File: config.mk
export PLATFORM = sky130hd
export DESIGN_NAME = spart_rx
export DESIGN_NICKNAME = d
export VERILOG_FILES = /design/src/rtl/spart_pkg.sv /design/src/rtl/rx_fifo.sv /design/src/rtl/spart_rx.sv
export SDC_FILE = /design/constraint.sdc
export NUM_CORES = 1
export LEC_CHECK = 0
export ABC_AREA = 1
export CAP_MARGIN = 25
export CORE_MARGIN = 1
export CORE_UTILIZATION = 45
export CTS_BUF_LIST = sky130_fd_sc_hd__clkbuf_16
export DETAILED_ROUTE_END_ITERATION = 8
export PLACE_DENSITY_LB_ADDON = 0.3
export SLEW_MARGIN = 20
export SYNTH_ARGS = -nofsm -noshare
export SYNTH_HDL_FRONTEND = slang
export SYNTH_SLANG_ARGS = --single-unit
File: constraint.sdc
create_clock -name clk -period 3.1 [get_ports clk]
set_input_delay 0.62 -clock clk [delete_from_list [all_inputs] [get_ports clk]]
set_output_delay 0.62 -clock clk [all_outputs]
set_load 0.03 [all_outputs]
File: src/rtl/spart_pkg.sv
// rtl/spart_pkg.sv - shared SPART types and constants
package spart_pkg;

    typedef enum logic [1:0] {
        IDLE,
        START,
        DATA,
        STOP
    } rx_state_t;

    localparam int OVERSAMPLE_DEF = 16;
    localparam int DATA_BITS_DEF  = 8;

    // Baud divisors for a 50 MHz system clock
    localparam int DIV_4800  = 651;
    localparam int DIV_9600  = 326;
    localparam int DIV_19200 = 163;
    localparam int DIV_38400 = 81;

endpackage

File: src/rtl/rx_fifo.sv
// rtl/rx_fifo.sv - show-ahead receive FIFO; a push into a full FIFO succeeds only alongside a pop
module rx_fifo #(
    parameter int DATA_BITS  = 8,
    parameter int FIFO_DEPTH = 4
) (
    input  logic                 clk,
    input  logic                 rst_n,
    input  logic                 push,
    input  logic                 pop,
    input  logic [DATA_BITS-1:0] din,
    output logic [DATA_BITS-1:0] dout,
    output logic                 empty,
    output logic                 full
);

    localparam int AW = $clog2(FIFO_DEPTH);
    localparam logic [AW:0] DEPTH = (AW + 1)'(FIFO_DEPTH);

    logic [DATA_BITS-1:0] r_mem [FIFO_DEPTH];
    logic [AW-1:0]        r_wr_ptr;
    logic [AW-1:0]        r_rd_ptr;
    logic [AW:0]          r_count;
    logic                 w_pop;
    logic                 w_push;

    assign empty  = (r_count == '0);
    assign full   = (r_count == DEPTH);
    assign w_pop  = pop & ~empty;
    assign w_push = push & (~full | w_pop);
    assign dout   = r_mem[r_rd_ptr];

    always_ff @(posedge clk or negedge rst_n) begin
        if (!rst_n) begin
            for (int i = 0; i < FIFO_DEPTH; i++) begin
                r_mem[i] <= '0;
            end
            r_wr_ptr <= '0;
            r_rd_ptr <= '0;
            r_count  <= '0;
        end else begin
            if (w_push) begin
                r_mem[r_wr_ptr] <= din;
                r_wr_ptr        <= r_wr_ptr + AW'(1);
            end
            if (w_pop) begin
                r_rd_ptr <= r_rd_ptr + AW'(1);
            end
            case ({w_push, w_pop})
                2'b10:   r_count <= r_count + (AW + 1)'(1);
                2'b01:   r_count <= r_count - (AW + 1)'(1);
                default: r_count <= r_count;
            endcase
        end
    end

endmodule

File: src/rtl/spart_rx.sv
// rtl/spart_rx.sv - 8N1 serial receiver with 16x oversampling, receive FIFO and sticky error flags
module spart_rx
    import spart_pkg::*;
#(
    parameter int DATA_BITS  = DATA_BITS_DEF,
    parameter int OVERSAMPLE = OVERSAMPLE_DEF,
    parameter int FIFO_DEPTH = 4
) (
    input  logic                 clk,
    input  logic                 rst_n,
    input  logic                 baud_tick,
    input  logic                 rxd,
    input  logic                 rd_en,
    input  logic                 err_clr,
    output logic [DATA_BITS-1:0] rx_data,
    output logic                 rx_valid,
    output logic                 rx_busy,
    output logic                 framing_err,
    output logic                 overrun_err
);

    localparam int TW = $clog2(OVERSAMPLE);
    localparam int BW = $clog2(DATA_BITS + 1);
    localparam logic [TW-1:0] HALF_M1  = TW'(OVERSAMPLE / 2 - 1);
    localparam logic [TW-1:0] FULL_M1  = TW'(OVERSAMPLE - 1);
    localparam logic [BW-1:0] BIT_LAST = BW'(DATA_BITS - 1);

    logic                 r_rxd_meta;
    logic                 r_rxd_s;
    logic                 r_rxd_prev;
    logic [1:0]           r_settle;
    logic                 r_armed;
    rx_state_t            r_state;
    logic [TW-1:0]        r_tick_cnt;
    logic [BW-1:0]        r_bit_cnt;
    logic [DATA_BITS-1:0] r_shift;
    logic                 r_busy;
    logic                 r_framing_err;
    logic                 r_overrun_err;

    logic                 w_fall;
    logic                 w_stop_tick;
    logic                 w_push;
    logic                 w_overrun;
    logic                 w_frame_bad;
    logic                 w_empty;
    logic                 w_full;

    // Edges only count once the line has been seen high after reset, so a
    // line held low through reset cannot fake a start bit.
    assign w_fall      = r_armed & r_rxd_prev & ~r_rxd_s;
    assign w_stop_tick = (r_state == STOP) & baud_tick & (r_tick_cnt == FULL_M1);
    assign w_push      = w_stop_tick & r_rxd_s;
    assign w_overrun   = w_push & w_full & ~rd_en;
    assign w_frame_bad = w_stop_tick & ~r_rxd_s;

    always_ff @(posedge clk or negedge rst_n) begin
        if (!rst_n) begin
            r_rxd_meta <= 1'b1;
            r_rxd_s    <= 1'b1;
            r_rxd_prev <= 1'b1;
            r_settle   <= 2'b00;
            r_armed    <= 1'b0;
        end else begin
            r_rxd_meta <= rxd;
            r_rxd_s    <= r_rxd_meta;
            r_rxd_prev <= r_rxd_s;
            r_settle   <= {r_settle[0], 1'b1};
            r_armed    <= r_armed | (r_settle[1] & r_rxd_s);
        end
    end

    always_ff @(posedge clk or negedge rst_n) begin
        if (!rst_n) begin
            r_state    <= IDLE;
            r_tick_cnt <= '0;
            r_bit_cnt  <= '0;
            r_shift    <= '0;
            r_busy     <= 1'b0;
        end else begin
            case (r_state)
                IDLE: begin
                    if (w_fall) begin
                        r_state    <= START;
                        r_tick_cnt <= '0;
                        r_busy     <= 1'b1;
                    end
                end
                START: begin
                    if (baud_tick) begin
                        if (r_tick_cnt == HALF_M1) begin
                            r_tick_cnt <= '0;
                            if (!r_rxd_s) begin
                                r_state   <= DATA;
                                r_bit_cnt <= '0;
                            end else begin
                                r_state <= IDLE;
                                r_busy  <= 1'b0;
                            end
                        end else begin
                            r_tick_cnt <= r_tick_cnt + TW'(1);
                        end
                    end
                end
                DATA: begin
                    if (baud_tick) begin
                        if (r_tick_cnt == FULL_M1) begin
                            r_shift    <= {r_rxd_s, r_shift[DATA_BITS-1:1]};
                            r_tick_cnt <= '0;
                            r_bit_cnt  <= r_bit_cnt + BW'(1);
                            if (r_bit_cnt == BIT_LAST) begin
                                r_state <= STOP;
                            end
                        end else begin
                            r_tick_cnt <= r_tick_cnt + TW'(1);
                        end
                    end
                end
                STOP: begin
                    if (baud_tick) begin
                        if (r_tick_cnt == FULL_M1) begin
                            r_state    <= IDLE;
                            r_tick_cnt <= '0;
                            r_busy     <= 1'b0;
                        end else begin
                            r_tick_cnt <= r_tick_cnt + TW'(1);
                        end
                    end
                end
                default: begin
                    r_state <= IDLE;
                    r_busy  <= 1'b0;
                end
            endcase
        end
    end

    // A new error wins over a clear arriving in the same cycle
    always_ff @(posedge clk or negedge rst_n) begin
        if (!rst_n) begin
            r_framing_err <= 1'b0;
            r_overrun_err <= 1'b0;
        end else begin
            if (w_frame_bad) begin
                r_framing_err <= 1'b1;
            end else if (err_clr) begin
                r_framing_err <= 1'b0;
            end
            if (w_overrun) begin
                r_overrun_err <= 1'b1;
            end else if (err_clr) begin
                r_overrun_err <= 1'b0;
            end
        end
    end

    rx_fifo #(
        .DATA_BITS  (DATA_BITS),
        .FIFO_DEPTH (FIFO_DEPTH)
    ) u_rx_fifo (
        .clk   (clk),
        .rst_n (rst_n),
        .push  (w_push),
        .pop   (rd_en),
        .din   (r_shift),
        .dout  (rx_data),
        .empty (w_empty),
        .full  (w_full)
    );

    assign rx_valid    = ~w_empty;
    assign rx_busy     = r_busy;
    assign framing_err = r_framing_err;
    assign overrun_err = r_overrun_err;

endmodule

# Word level (Yosys, flattened, before mapping)
# Cells that the tools add are included.
dict set report op_classes {
  order_cmp 3
  bitwise 19
  reduce_logical 14
  add_sub_neg 6
  n_eq_ne 20
  n_mux 39
}
# op n
set op_table {}
lappend op_table {{4-bit two-way mux} 10}
lappend op_table {{32-bit bitwise mux} 1}
lappend op_table {{8-bit two-way mux} 3}
lappend op_table {{2-bit two-way mux} 9}
lappend op_table {{2-bit inequality test, second input constant} 9}
lappend op_table {{8-bit binary-select mux with 2-bit select} 1}
lappend op_table {{8-bit demux with 2-bit select} 1}
lappend op_table {{4-bit one-hot mux with 3 select lines} 1}
lappend op_table {{1-bit bitwise AND} 11}
lappend op_table {{1-bit two-way mux} 9}
lappend op_table {{4-bit by 1-bit adder with 4-bit output, second input constant} 2}
lappend op_table {{4-bit by 3-bit == test with 1-bit output, second input constant} 2}
lappend op_table {{2-bit one-hot mux with 4 select lines} 1}
lappend op_table {{4-bit one-hot mux with 2 select lines} 1}
lappend op_table {{8-bit AND reduction} 1}
lappend op_table {{2-bit nonzero test} 4}
lappend op_table {{7-bit AND reduction} 1}
lappend op_table {{2-bit == test, second input constant} 3}
lappend op_table {{3-bit >= comparator, second input constant} 2}
lappend op_table {{2-bit inverter with 3-bit output} 2}
lappend op_table {{3-bit one-hot mux with 2 select lines} 1}
lappend op_table {{3-bit AND reduction} 2}
lappend op_table {{6-bit AND reduction} 1}
lappend op_table {{2-bit by 1-bit adder with 2-bit output, second input constant} 2}
lappend op_table {{other kinds (15)} 21}
dict set report word_totals {
  register_bits 66
  output_inout_bits 12
  elab_cells 120
  inputBits 6
}

# Logic depth before layout (Yosys ltp)
# Gate-level depths: netlist (run 1).
dict set report logic_depth {
  word_depth 7
  depth_mapped 12
  depth_no_buf 11
}

# Cells and area by module
# From an unflattened synthesis (run 1), not the netlist that was laid out.
dict set report hier_totals {
  cells_unflattened 374
  area_unflattened_um2 3221.8
}
# mod cells_each seq_area_each_um2 n_inst area_per_inst_um2
set by_module_without_submodules {}
lappend by_module_without_submodules {rx_fifo 236 975.9 1 2009.4}
lappend by_module_without_submodules {spart_rx 138 679.4 1 1212.4}

# Worst setup path before layout (run 1)
# Ideal clock, no wire load.
dict set report synth_timing {
  kind {register to register}
  start {register u_rx_fifo.r_count[0]}
  end {register u_rx_fifo.r_count[2]}
  n_path_buf 1
  arrival_time_ns 2.216
  period_less_slack_ns 2.347
  setup_slack_ns 0.753
  path_stages_with_launch 13
  required_ns 2.969
  setup_ns 0.131
  path_cell_list {dfrtp_1 > nor2_1 > nand2_1 > nand2_1 > nand3_1 > buf_2 > nand2_1 > ha_1 > inv_1 > fa_1 > a21oi_1 > o21ai_0 > xor2_1}
}
dict set report synth_via {
  elab_chain_len 7
  elab_cells_between_ends 13
  cone_classes {add/sub (2); eq/ne (3); mux (1); bitwise (5); reduce/logical (2)}
}
# element line_no
set synth_rtl {}
lappend synth_rtl {{from (decl)} rx_fifo.sv:22} ;# logic [AW:0] r_count;
lappend synth_rtl {{from (signal assigned)} rx_fifo.sv:49} ;# 2'b10: r_count <= r_count + (AW + 1)'(1);
lappend synth_rtl {{from (signal assigned)} rx_fifo.sv:50} ;# 2'b01: r_count <= r_count - (AW + 1)'(1);
lappend synth_rtl {{from (signal assigned)} rx_fifo.sv:51} ;# default: r_count <= r_count;
lappend synth_rtl {{3-bit logical NOT (*)} rx_fifo.sv:26} ;# assign empty = (r_count == '0);
lappend synth_rtl {{1-bit inverter (*)} n/a}
lappend synth_rtl {{net rx_valid} spart_rx.sv:16} ;# output logic rx_valid,
lappend synth_rtl {{1-bit bitwise AND (*)} rx_fifo.sv:28} ;# assign w_pop = pop & ~empty;
lappend synth_rtl {{1-bit OR} rx_fifo.sv:29} ;# assign w_push = push & (~full | w_pop);
lappend synth_rtl {{1-bit bitwise AND} rx_fifo.sv:29}
lappend synth_rtl {{2-bit by 1-bit == test with 1-bit output / 2-bit == test (equally long branches)} rx_fifo.sv:48} ;# case ({w_push, w_pop})
lappend synth_rtl {{3-bit one-hot mux with 2 select lines / 2-bit nonzero test (equally long branches)} n/a}
# Mark *: on every way through the listed nets, which the timed path passes. The rest lies on a longest branch.
# A chain may end at the register's enable or synchronous reset.

# Worst setup path after layout (run 1)
dict set report layout_timing {
  start {register u_rx_fifo.r_rd_ptr[0]}
  end {output rx_data[1]}
}
dict set report layout_via {
  elab_chain_len 4
}
# element line_no
set layout_rtl {}
lappend layout_rtl {{from (decl)} rx_fifo.sv:21} ;# logic [AW-1:0] r_rd_ptr;
lappend layout_rtl {{from (signal assigned)} rx_fifo.sv:46} ;# r_rd_ptr <= r_rd_ptr + AW'(1);
lappend layout_rtl {{2-bit inverter with 3-bit output (implied by the code)} rx_fifo.sv:30} ;# assign dout = r_mem[r_rd_ptr];
lappend layout_rtl {{8-bit binary-select mux with 2-bit select} rx_fifo.sv:30}
lappend layout_rtl {{8-bit two-way mux (implied by the code) (2 in a row)} rx_fifo.sv:30}
lappend layout_rtl {{to (decl)} spart_rx.sv:15} ;# output logic [DATA_BITS-1:0] rx_data,
# No other way between the ends. The select of a mux whose other input is x is not followed.

==> flow_summary.toml, run 1 <==
[run_status]
status = "finished clean"

[critical_path]
crit_required_ns = 2.48
reg2reg_depth = 8
path_cells = "inv_1 > o21ai_0 > o22ai_1 > clkdlybuf4s50_1"
r2r-end = "u_rx_fifo.r_count[1]$_DFFE_PN0P_"
cp-end-kind = "output pin"
crit_type = "reg2out"
cp_slowest_cell = "clkdlybuf4s50_1"
cp-start-kind = "flop"
crit_fanout = 17
cp_slowest_stage_delay_ns = 0.69
rrSetupSlack_ns = 0.87
reg2reg_from = "r_tick_cnt[1]$_DFFE_PN0P_"
cpLargestDelayFamily = "buffers and inverters"
cp_num_buf_inv = 2
critPathArrivalTime_ns = 2.05

[cells_and_area]
syn_to_final_growth_pct = 16.1
n_fill_cell = 635
drive_gt1_frac = 0.0854
final_nets = 407
num_antenna_cells = 0

[routing]
routed_via_density = 5.14
ant_nets = 0
drtIter0Drc = 215
wl_per_cell_um = 13.3
first_pass_iters = 4
num_vias = 2538
wl_um = 6560
post-route-drc-count = 0

[power]
p_leak_uw = 0.00188
power.density_nw_per_um2 = 819
p_sw_frac = 0.364
vdd_drop_max_mv = 0.377
combPwrFrac = 0.329
switchingPower_uw = 1100
power.share.clock = 0.323
p_int_uw = 1930
seqPwrFrac = 0.347

[floorplanning]
coreArea_um2 = 6830
dieArea_um2 = 7420
start_util = 0.466
boundaryPins = 18
fp-row-count = 30
die_w_um = 86.1
die_h_um = 86.1

[synthesis]
syn_inst = 377
ys_async_sr_fraction = 1.00
synth_edf_count = 0
yosys.area.top_type = "dfrtp_1"
ys_seq_area_frac = 0.520
ys_types = 27
ys_seq_elements = 66
synth-main-ff-cell = "dfrtp_1"
ys_warn_count = 0
synth_area_leaders = "dfrtp_1 (49%), nand2_1 (15%), nand4_1 (6.5%)"
synth_nets = 391
synth_area_per_cell_um2 = 8.45
synth_top_area_share = 0.495
syn_area_um2 = 3190

[global_routing]
track_usage = 0.200
grt_max_degree = 39
first_global_vias = 2429
grt.overflow.total = 0
antenna_found_initial = 0
grt_pass1_wl_um = 11500

[timing]
hold_slack_ns = 0.348
fmax_mhz = 375
rsz0062_at_grt = "no"
setup_viol = 0
tightest_slew_ns = 0.788
hold_viol = 0
finalSetupTns_ns = 0
final_max_slew_viol_count = 0
finalCritPeriodShare = 0.861
slew-limit-headroom = 0.475
min_period_ns = 2.67
finClkSkew_ns = 0.00893

[clocking]
clk_path_buf_depth = 2
clkTransAtPathRegs_ns = 0.06
cts-root-buf = "clkbuf_16"
cts_setup_buffers = 0
cts_hold_buf = 0
cts_tree = "built"
cts_buffers = 9
cts_max_level = 3
clk_latency_ns = 0.33
cts_resized = 0
cts.sinks = 66

[worst_hold_path]
hold_class = "reg2reg"
min_from = "r_settle[0]$_DFF_PN0_"
whs_endpoint = "r_settle[1]$_DFF_PN0_"
holdPathStages = 0

[place]
place.gp.congestion = 0.801
dpl.hpwl_um = 4500
numPortBuffers = 17

[job]
maxCapViolCount = 0
==> power groups by stage <==
stage / combinational [µW] / clock (µW) / sequential [µW]
finish: 998 / 981 / 1050
global placement: 987 / 0 / 1060
detailed placement: 996 / 0 / 1060
global route: 1100 / 1030 / 1070
floorplan: 707 / 0 / 1040
CTS: 1000 / 996 / 1050
==> worst max path at each step <==
| stage | startpoint | end | slack (ns) | depth (start not counted) |
|---|---|---|---|---|
| 2_1_floorplan | u_rx_fifo.r_count[0]$_DFFE_PN0P_ | u_rx_fifo.r_count[2]$_DFFE_PN0P_ | 0.75 | 12 |
| 3_3_place_gp | baud_tick | u_rx_fifo.r_count[2]$_DFFE_PN0P_ | 0.57 | 10 |
| 3_5_place_dp | baud_tick | u_rx_fifo.r_count[2]$_DFFE_PN0P_ | 0.53 | 10 |
| 4_1_cts | u_rx_fifo.r_rd_ptr[0]$_DFFE_PN0P_ | rx_data[1] | 0.41 | 4 |
| 5_1_grt | u_rx_fifo.r_rd_ptr[0]$_DFFE_PN0P_ | rx_data[0] | 0.31 | 4 |
| 6_report | u_rx_fifo.r_rd_ptr[0]$_DFFE_PN0P_ | rx_data[1] | 0.43 | 4 |
==> cell usage in the layout, fill, tap and decap left out <==
cell type	n
clkinv_2	2
nor2_1	29
fa_1	1
clkinvlp_4	2
nor3_4	1
ha_1	7
buf_2	1
buf_4	6
inv_1	24
o22ai_1	9
bufinv_16	1
clkbuf_16	9
nor2_4	1
conb_1	1
nand2_1	124
inv_2	4
nand3_1	23
o21ai_0	21
a21oi_1	3
o32ai_1	1
clkdlybuf4s50_1	16
nand3_2	2
nor2_2	1
dfstp_2	3
nand3b_1	2
xor2_1	5
a22o_1	1
nand2_2	1
dfrtp_1	63
xnor2_1	1
nand4_1	33
==> synthesized netlist by cell type, types with 2 or more instances <==
master and instances:
nand2_1 124, dfrtp_1 63, nand4_1 33, nor2_1 29, nand3_1 23, inv_1 22
o21ai_0 21, clkbuf_1 9, o22ai_1 9, ha_1 7, buf_6 5, xor2_1 5
buf_2 4, inv_2 4, a21oi_1 3, dfstp_2 3, nand3_2 2, nand3b_1 2
==> flip-flops by register name (all words and copies together) (netlist names), 2 cells and up, named ones only <==
name	cells
r_bit_cnt	4
r_tick_cnt	4
r_shift	8
u_rx_fifo.r_wr_ptr	2
r_settle	2
u_rx_fifo.r_count	3
u_rx_fifo.r_rd_ptr	2
u_rx_fifo.r_mem	32
==> through the flow <==
step                      area [µm²]  setup slack (ns)  cells  power, µW   util
final                           3700             0.430    494       3030  0.542
after global routing            3700             0.309    494       3200  0.542
after CTS                       3700             0.410    494       3050  0.542
after detailed placement        3410             0.534    478       2060  0.499
after global placement          3410             0.566    478       2050  0.499
after floorplan                 3190             0.753    377       1740      -
==> cells by family (layout without fill, tap and decap cells) <==
family,Yosys count,count (layout),synth area share
AO/OA/AOI/OAI,35,35,0.0609
buffers and inverters,44,65,0.0652
flip-flops,66,66,0.520
XOR/XNOR,6,6,0.0165
other,1,1,0.00118
AND/OR/NAND/NOR,217,217,0.303
adder cells (fa/ha/maj),8,8,0.0338
==> layer usage <==
| metal | global-route usage | up-vias | part of all wire |
|---|---|---|---|
| li1 | - | 1281 | - |
| met3 | 0.0549 | 8 | 0.034 |
| met2 | 0.325 | 47 | 0.48 |
| met4 | 0.0636 | 0 | 0.010 |
| met1 | 0.260 | 1202 | 0.48 |
| met5 | 0 | - | 0 |
==> layout make-up <==
cell class | instances | area (µm²) | area share
sequential | 66 | 1660 | 0.447
multi-input combinational | 267 | 1330 | 0.359
clock buffer | 9 | 225 | 0.0609
timing repair buffer | 23 | 210 | 0.0568
tap | 96 | 120 | 0.0325
inverter | 26 | 97.6 | 0.0264
clock inverter | 7 | 62.6 | 0.0169
No activity file was read; power rests on OpenSTA's default activity.
==> run 2, diff against run 1 <==
--- a/config.mk
+++ b/config.mk
@@ -16,3 +16,4 @@
 export SYNTH_ARGS = -nofsm -noshare
 export SYNTH_HDL_FRONTEND = slang
 export SYNTH_SLANG_ARGS = --single-unit
+export TNS_END_PERCENT = 50
==> results of run 2 <==
No change in the layout: final DEF, timing and power equal those of run 1.
==> variant 1 (flow settings as in run 1) <==
Set the package constant `OVERSAMPLE_DEF` to 32 (it was 16).
--- a/src/rtl/spart_pkg.sv
+++ b/src/rtl/spart_pkg.sv
@@ -8,7 +8,7 @@
         STOP
     } rx_state_t;
 
-    localparam int OVERSAMPLE_DEF = 16;
+    localparam int OVERSAMPLE_DEF = 32;
     localparam int DATA_BITS_DEF  = 8;
 
     // Baud divisors for a 50 MHz system clock
Formal check against the unedited RTL: no difference found for any inputs over 10 cycles, from zero or initial values and one cycle with rst_n low; that may be too few to reach the edited logic, so the function may still have changed.
==> variant 1 against run 1 <==
  * Die area shrank 2.3%
  * Power shrank 0.93%
  * Worst setup slack lost 0.16 ns
  * Register-to-register slack lost 0.41 ns
  * Synthesized area shrank 2.4%
  * Sequential cell count grew 1
  * Critical path type unchanged
  * Worst hold slack lost 0.11 ns
  * Clock power shrank 2%
  * Critical endpoint unchanged
  * Final area shrank 2.2%
  * Routed wire length shrank 8.8%
  * Critical path depth is the same
==> variant 1: results (changes against run 1) <==
<table>
<tr><th>Metric</th><th>Value</th></tr>
<tr><th colspan="2">Setup path</th></tr>
<tr><td>Slowest cell delay on critical path</td><td>0.71 ns (+0.02 ns)</td></tr>
<tr><td>Register-to-register setup slack</td><td>0.46 ns (-0.41 ns)</td></tr>
<tr><td>Launch point of the critical path</td><td>u_rx_fifo.r_rd_ptr[1]</td></tr>
<tr><th colspan="2">Power and ir drop</th></tr>
<tr><td>Peak VDD IR</td><td>0.000435 V (+15%)</td></tr>
<tr><th colspan="2">Logic synthesis</th></tr>
<tr><td>Area contributors post-synth</td><td>dfrtp_1, nand2_1, o21ai_0</td></tr>
<tr><td>Adder-Cell Fraction of Synth Area</td><td>0.0467 (+0.0129)</td></tr>
<tr><td>Most instantiated cells after synthesis</td><td>nand2_1, dfrtp_1, o21ai_0</td></tr>
<tr><td>Sequential-to-total area share from yosys stat</td><td>0.540 (+0.0208)</td></tr>
<tr><td>Synth Area in Compound Gates</td><td>0.135 (+0.0743)</td></tr>
<tr><td>Synthesized-area fraction occupied by xor and xnor cells</td><td>0.0113 (-0.00523)</td></tr>
<tr><th colspan="2">Global route</th></tr>
<tr><td>Met1 GRT Util</td><td>0.237 (-0.0235)</td></tr>
<tr><td>Global Route Usage Sum</td><td>0.194 (-0.00560)</td></tr>
<tr><td>Met2 Resource Use GR</td><td>0.326 (+0.00157)</td></tr>
<tr><td>Vias in the first global route</td><td>2362 (-2.8%)</td></tr>
<tr><td>Wire length of the first global-routing pass</td><td>10700 um (-6.9%)</td></tr>
<tr><th colspan="2">Placement</th></tr>
<tr><td>Placed wire-length estimate after detailed placement</td><td>4040 um (-10%)</td></tr>
<tr><td>Final RePlAce weighted congestion</td><td>0.854 (+6.5%)</td></tr>
<tr><th colspan="2">Route</th></tr>
<tr><td>Average wire per standard cell</td><td>13.0 um (-2.0%)</td></tr>
<tr><td>WL met1</td><td>2720 um (-13%)</td></tr>
<tr><td>Met3 WL post-DR</td><td>201 um (-9.5%)</td></tr>
<tr><td>Wire length on met2</td><td>2950 um (-5.9%)</td></tr>
<tr><td>Initial drt markers</td><td>123 (-43%)</td></tr>
<tr><th colspan="2">Timing</th></tr>
<tr><td>Least-Margin Pin Slew</td><td>0.640 ns (-0.148 ns)</td></tr>
<tr><th colspan="2">Worst hold path</th></tr>
<tr><td>Class of the most critical hold timing path</td><td>input pin to asynchronous set/reset pin</td></tr>
<tr><th colspan="2">Cells and area</th></tr>
<tr><td>Largest registers</td><td>u_rx_fifo.r_mem: 32 flops, r_shift: 8 flops, r_tick_cnt: 5 flops</td></tr>
<tr><td>Ratio of cells with drive above 1 in the final layout</td><td>0.0757 (-0.00971)</td></tr>
<tr><th colspan="2">Outcome</th></tr>
<tr><td>Outcome</td><td>finished clean</td></tr>
</table>
[variant 1: cell types whose count changed after synthesis, sizes merged, moves of 2 or more]
| cell | run 1 | this run |
|---|---|---|
| xor2 | 5 | 3 |
| nand4 | 33 | 1 |
| nor2 | 31 | 35 |
| nand2 | 125 | 89 |
| nand3 | 25 | 19 |
| buf | 9 | 7 |
| ha | 7 | 10 |
| o21ai | 21 | 67 |
| inv | 26 | 38 |
| clkbuf | 9 | 4 |
| nand3b | 2 | 0 |
[variant 1: final cells by class]
| cell class | instances | area (sq um) | share of cell area |
|---|---|---|---|
| inverters | 38 | 143 | 0.0394 |
| clock buffers | 9 | 225 | 0.0622 |
| clock inverters | 7 | 61.3 | 0.0169 |
| flip-flops and latches | 67 | 1680 | 0.464 |
| multi-input cells | 242 | 1220 | 0.339 |
| repair buffers | 20 | 188 | 0.0519 |
| well taps | 77 | 96.3 | 0.0266 |
[variant 1: where the power goes]
group          switching (mW)  total [mW]  internal (mW)  leakage (nW)
Sequential             0.0888        1.04          0.952         0.844
Combinational           0.637       0.997          0.360         0.770
Clock                   0.354       0.966          0.612         0.152
Total                    1.08        3.00           1.92          1.77
[variant 1: logic make-up after synthesis]
logic type,Yosys count
buffers and inverters,49
other,1
flip-flops,67
AO/OA/AOI/OAI,80
AND/OR/NAND/NOR,146
adder cells (fa/ha/maj),11
XOR/XNOR,4
[variant 1: through the flow]
stage	hold WS, ns	power, mW	setup WS (ns)	instance area (sq um)	instances
floorplan	0.324	1.75	0.749	3110	358
global placement	0.333	2.04	0.398	3330	444
detailed placement	0.339	2.06	0.265	3330	444
CTS	0.247	3.04	0.254	3620	460
global route	0.271	3.21	0.148	3620	460
finish	0.242	3.00	0.267	3620	460
==> variant 2 (settings of run 1) <==
Without the edit above. Make the reset (`rst_n`) synchronous in 4 clocked blocks.
--- a/src/rtl/rx_fifo.sv
+++ b/src/rtl/rx_fifo.sv
@@ -29,7 +29,7 @@
     assign w_push = push & (~full | w_pop);
     assign dout   = r_mem[r_rd_ptr];
 
-    always_ff @(posedge clk or negedge rst_n) begin
+    always_ff @(posedge clk) begin
         if (!rst_n) begin
             for (int i = 0; i < FIFO_DEPTH; i++) begin
                 r_mem[i] <= '0;
--- a/src/rtl/spart_rx.sv
+++ b/src/rtl/spart_rx.sv
@@ -54,7 +54,7 @@
     assign w_overrun   = w_push & w_full & ~rd_en;
     assign w_frame_bad = w_stop_tick & ~r_rxd_s;
 
-    always_ff @(posedge clk or negedge rst_n) begin
+    always_ff @(posedge clk) begin
         if (!rst_n) begin
             r_rxd_meta <= 1'b1;
             r_rxd_s    <= 1'b1;
@@ -70,7 +70,7 @@
         end
     end
 
-    always_ff @(posedge clk or negedge rst_n) begin
+    always_ff @(posedge clk) begin
         if (!rst_n) begin
             r_state    <= IDLE;
             r_tick_cnt <= '0;
@@ -136,7 +136,7 @@
     end
 
     // A new error wins over a clear arriving in the same cycle
-    always_ff @(posedge clk or negedge rst_n) begin
+    always_ff @(posedge clk) begin
         if (!rst_n) begin
             r_framing_err <= 1'b0;
             r_overrun_err <= 1'b0;
Behaviour: differs if rst_n is asserted again (counterexample within 10 cycles, from zero or initial values and one cycle with rst_n low); with rst_n held inactive, the same outputs for 10 cycles.
==> variant 2 against run 1 <==
  * Critical endpoint is now rx_data[3]
  * Final area shrank 5.0%
  * Die area decreased by 6.3%
  * Synthesized cell count is 15% lower
  * Maximum frequency up 1.4%
  * Synthesized area shrank 6.5%
  * Worst setup slack improved by 0.036 ns
  * Critical path type unchanged
  * Routed wire length shrank 14%
  * Largest cell class unchanged
  * Sequential cell count up 2
  * Highest routed layer unchanged
  * Non-clock buffer count unchanged
Power is not compared: it rests on default switching activity, and its combinational part moved more than twofold at a synthesized area within 25%.
==> variant 2: results (changes against run 1) <==
<table>
<tr><th>Metric</th><th>Value</th></tr>
<tr><th colspan="2">Outcome</th></tr>
<tr><td>Outcome</td><td>finished clean</td></tr>
<tr><th colspan="2">Route</th></tr>
<tr><td>Average wire per standard cell</td><td>13.2 um (-0.34%)</td></tr>
<tr><td>Via-to-Cell Ratio</td><td>5.17 (+0.60%)</td></tr>
<tr><th colspan="2">Placement</th></tr>
<tr><td>Worst setup timing slack at the placement stage</td><td>0.399 ns (-0.135 ns)</td></tr>
<tr><td>Cell area after placement</td><td>3250 sq um (-4.9%)</td></tr>
<tr><td>Final RePlAce weighted congestion</td><td>0.836 (+4.4%)</td></tr>
<tr><th colspan="2">Cells and area</th></tr>
<tr><td>Count of fill cells added during filler insertion</td><td>583 (-8.2%)</td></tr>
<tr><td>Ratio of cells with drive above 1 in the final layout</td><td>0.125 (+0.0399)</td></tr>
<tr><td>Multi-input combinational cell count</td><td>209 (-22%)</td></tr>
<tr><td>Relative area of non-clock buffer cells in the final design</td><td>0.0612 (+0.00440)</td></tr>
<tr><td>Share of cell area taken by multi-input logic gates</td><td>0.319 (-0.0403)</td></tr>
<tr><th colspan="2">Global route</th></tr>
<tr><td>Wire length of the first global-routing pass</td><td>9920 um (-13%)</td></tr>
<tr><td>Pin count of the biggest net entering global routing</td><td>26 (-33%)</td></tr>
<tr><td>Global Route Usage Sum</td><td>0.185 (-0.0145)</td></tr>
<tr><td>Met3 routing resource usage after global routing</td><td>0.0328 (-0.0221)</td></tr>
<tr><td>Met2 Resource Use GR</td><td>0.294 (-0.0303)</td></tr>
<tr><td>Met1 GRT Util</td><td>0.236 (-0.0237)</td></tr>
<tr><th colspan="2">Setup path</th></tr>
<tr><td>Cell count of the worst reg-to-reg path</td><td>10 (+2)</td></tr>
<tr><td>Reg-to-reg critical path endpoint</td><td>u_rx_fifo.r_count[1]</td></tr>
<tr><th colspan="2">Timing</th></tr>
<tr><td>Final critical-path share of the clock period</td><td>0.850 (-0.0115)</td></tr>
<tr><td>Clock Skew</td><td>0.00439 ns (-0.00454 ns)</td></tr>
<tr><td>Worst Hold Slack</td><td>0.411 ns (+0.0638 ns)</td></tr>
<tr><th colspan="2">Logic synthesis</th></tr>
<tr><td>Number of enable flip-flop cells after synthesis</td><td>32 (+32)</td></tr>
<tr><td>Area contributors post-synth</td><td>edfxtp_1, dfxtp_1, o21ai_0</td></tr>
<tr><td>Most instantiated cells after synthesis</td><td>nor2_1, o21ai_0, dfxtp_1</td></tr>
<tr><th colspan="2">CTS</th></tr>
<tr><td>Sinks on the clock net</td><td>68 (+3.0%)</td></tr>
</table>
variant 2: cell types whose count changed after synthesis, sizes merged, moves of 20 or more:
cell	delta
nor2	+20
nand4	-32
edfxtp	+32
a21oi	+27
nand2	-90
dfrtp	-63
dfxtp	+36
variant 2: logic make-up (layout without fill, tap and decap cells):
group | count (synthesis) | in the layout | synth area share
XOR/XNOR | 3 | 3 | 0.00882
buffers and inverters | 43 | 74 | 0.0592
flip-flops | 68 | 68 | 0.564
adder cells (fa/ha/maj) | 4 | 4 | 0.0193
AND/OR/NAND/NOR | 124 | 124 | 0.212
AO/OA/AOI/OAI | 78 | 78 | 0.136
variant 2: layer usage:
metal  part of all wire  vias to the layer above
met5                  0                        -
met4              0.026                        0
met1               0.47                     1013
li1                   -                     1143
met3              0.037                       13
met2               0.47                       43
variant 2: how the worst min path moves through the flow:
stage                startpoint  cells after the start     endpoint
floorplan           r_settle[0]                      2  r_settle[1]
global placement    r_settle[0]                      2  r_settle[1]
detailed placement  r_settle[0]                      2  r_settle[1]
CTS                 r_settle[0]                      2  r_settle[1]
global route         r_rxd_meta                      1      r_rxd_s
finish              r_settle[0]                      2  r_settle[1]
variant 2: power by group:
group / switching [mW] / leakage (nW) / internal [mW] / total [mW]
combinational: 0.0739 / 0.494 / 0.0420 / 0.116
sequential: 0.0141 / 0.622 / 0.964 / 0.978
clock: 0.366 / 0.140 / 0.537 / 0.903
total: 0.454 / 1.26 / 1.54 / 2.00
variant 2: worst max-delay path: cells and delay by family (launching register included):
| family | cells | cell delay (ns) |
|---|---|---|
| flops | 1 | 0.35 |
| compound gates | 2 | 0.28 |
| buf+inv | 2 | 1.05 |
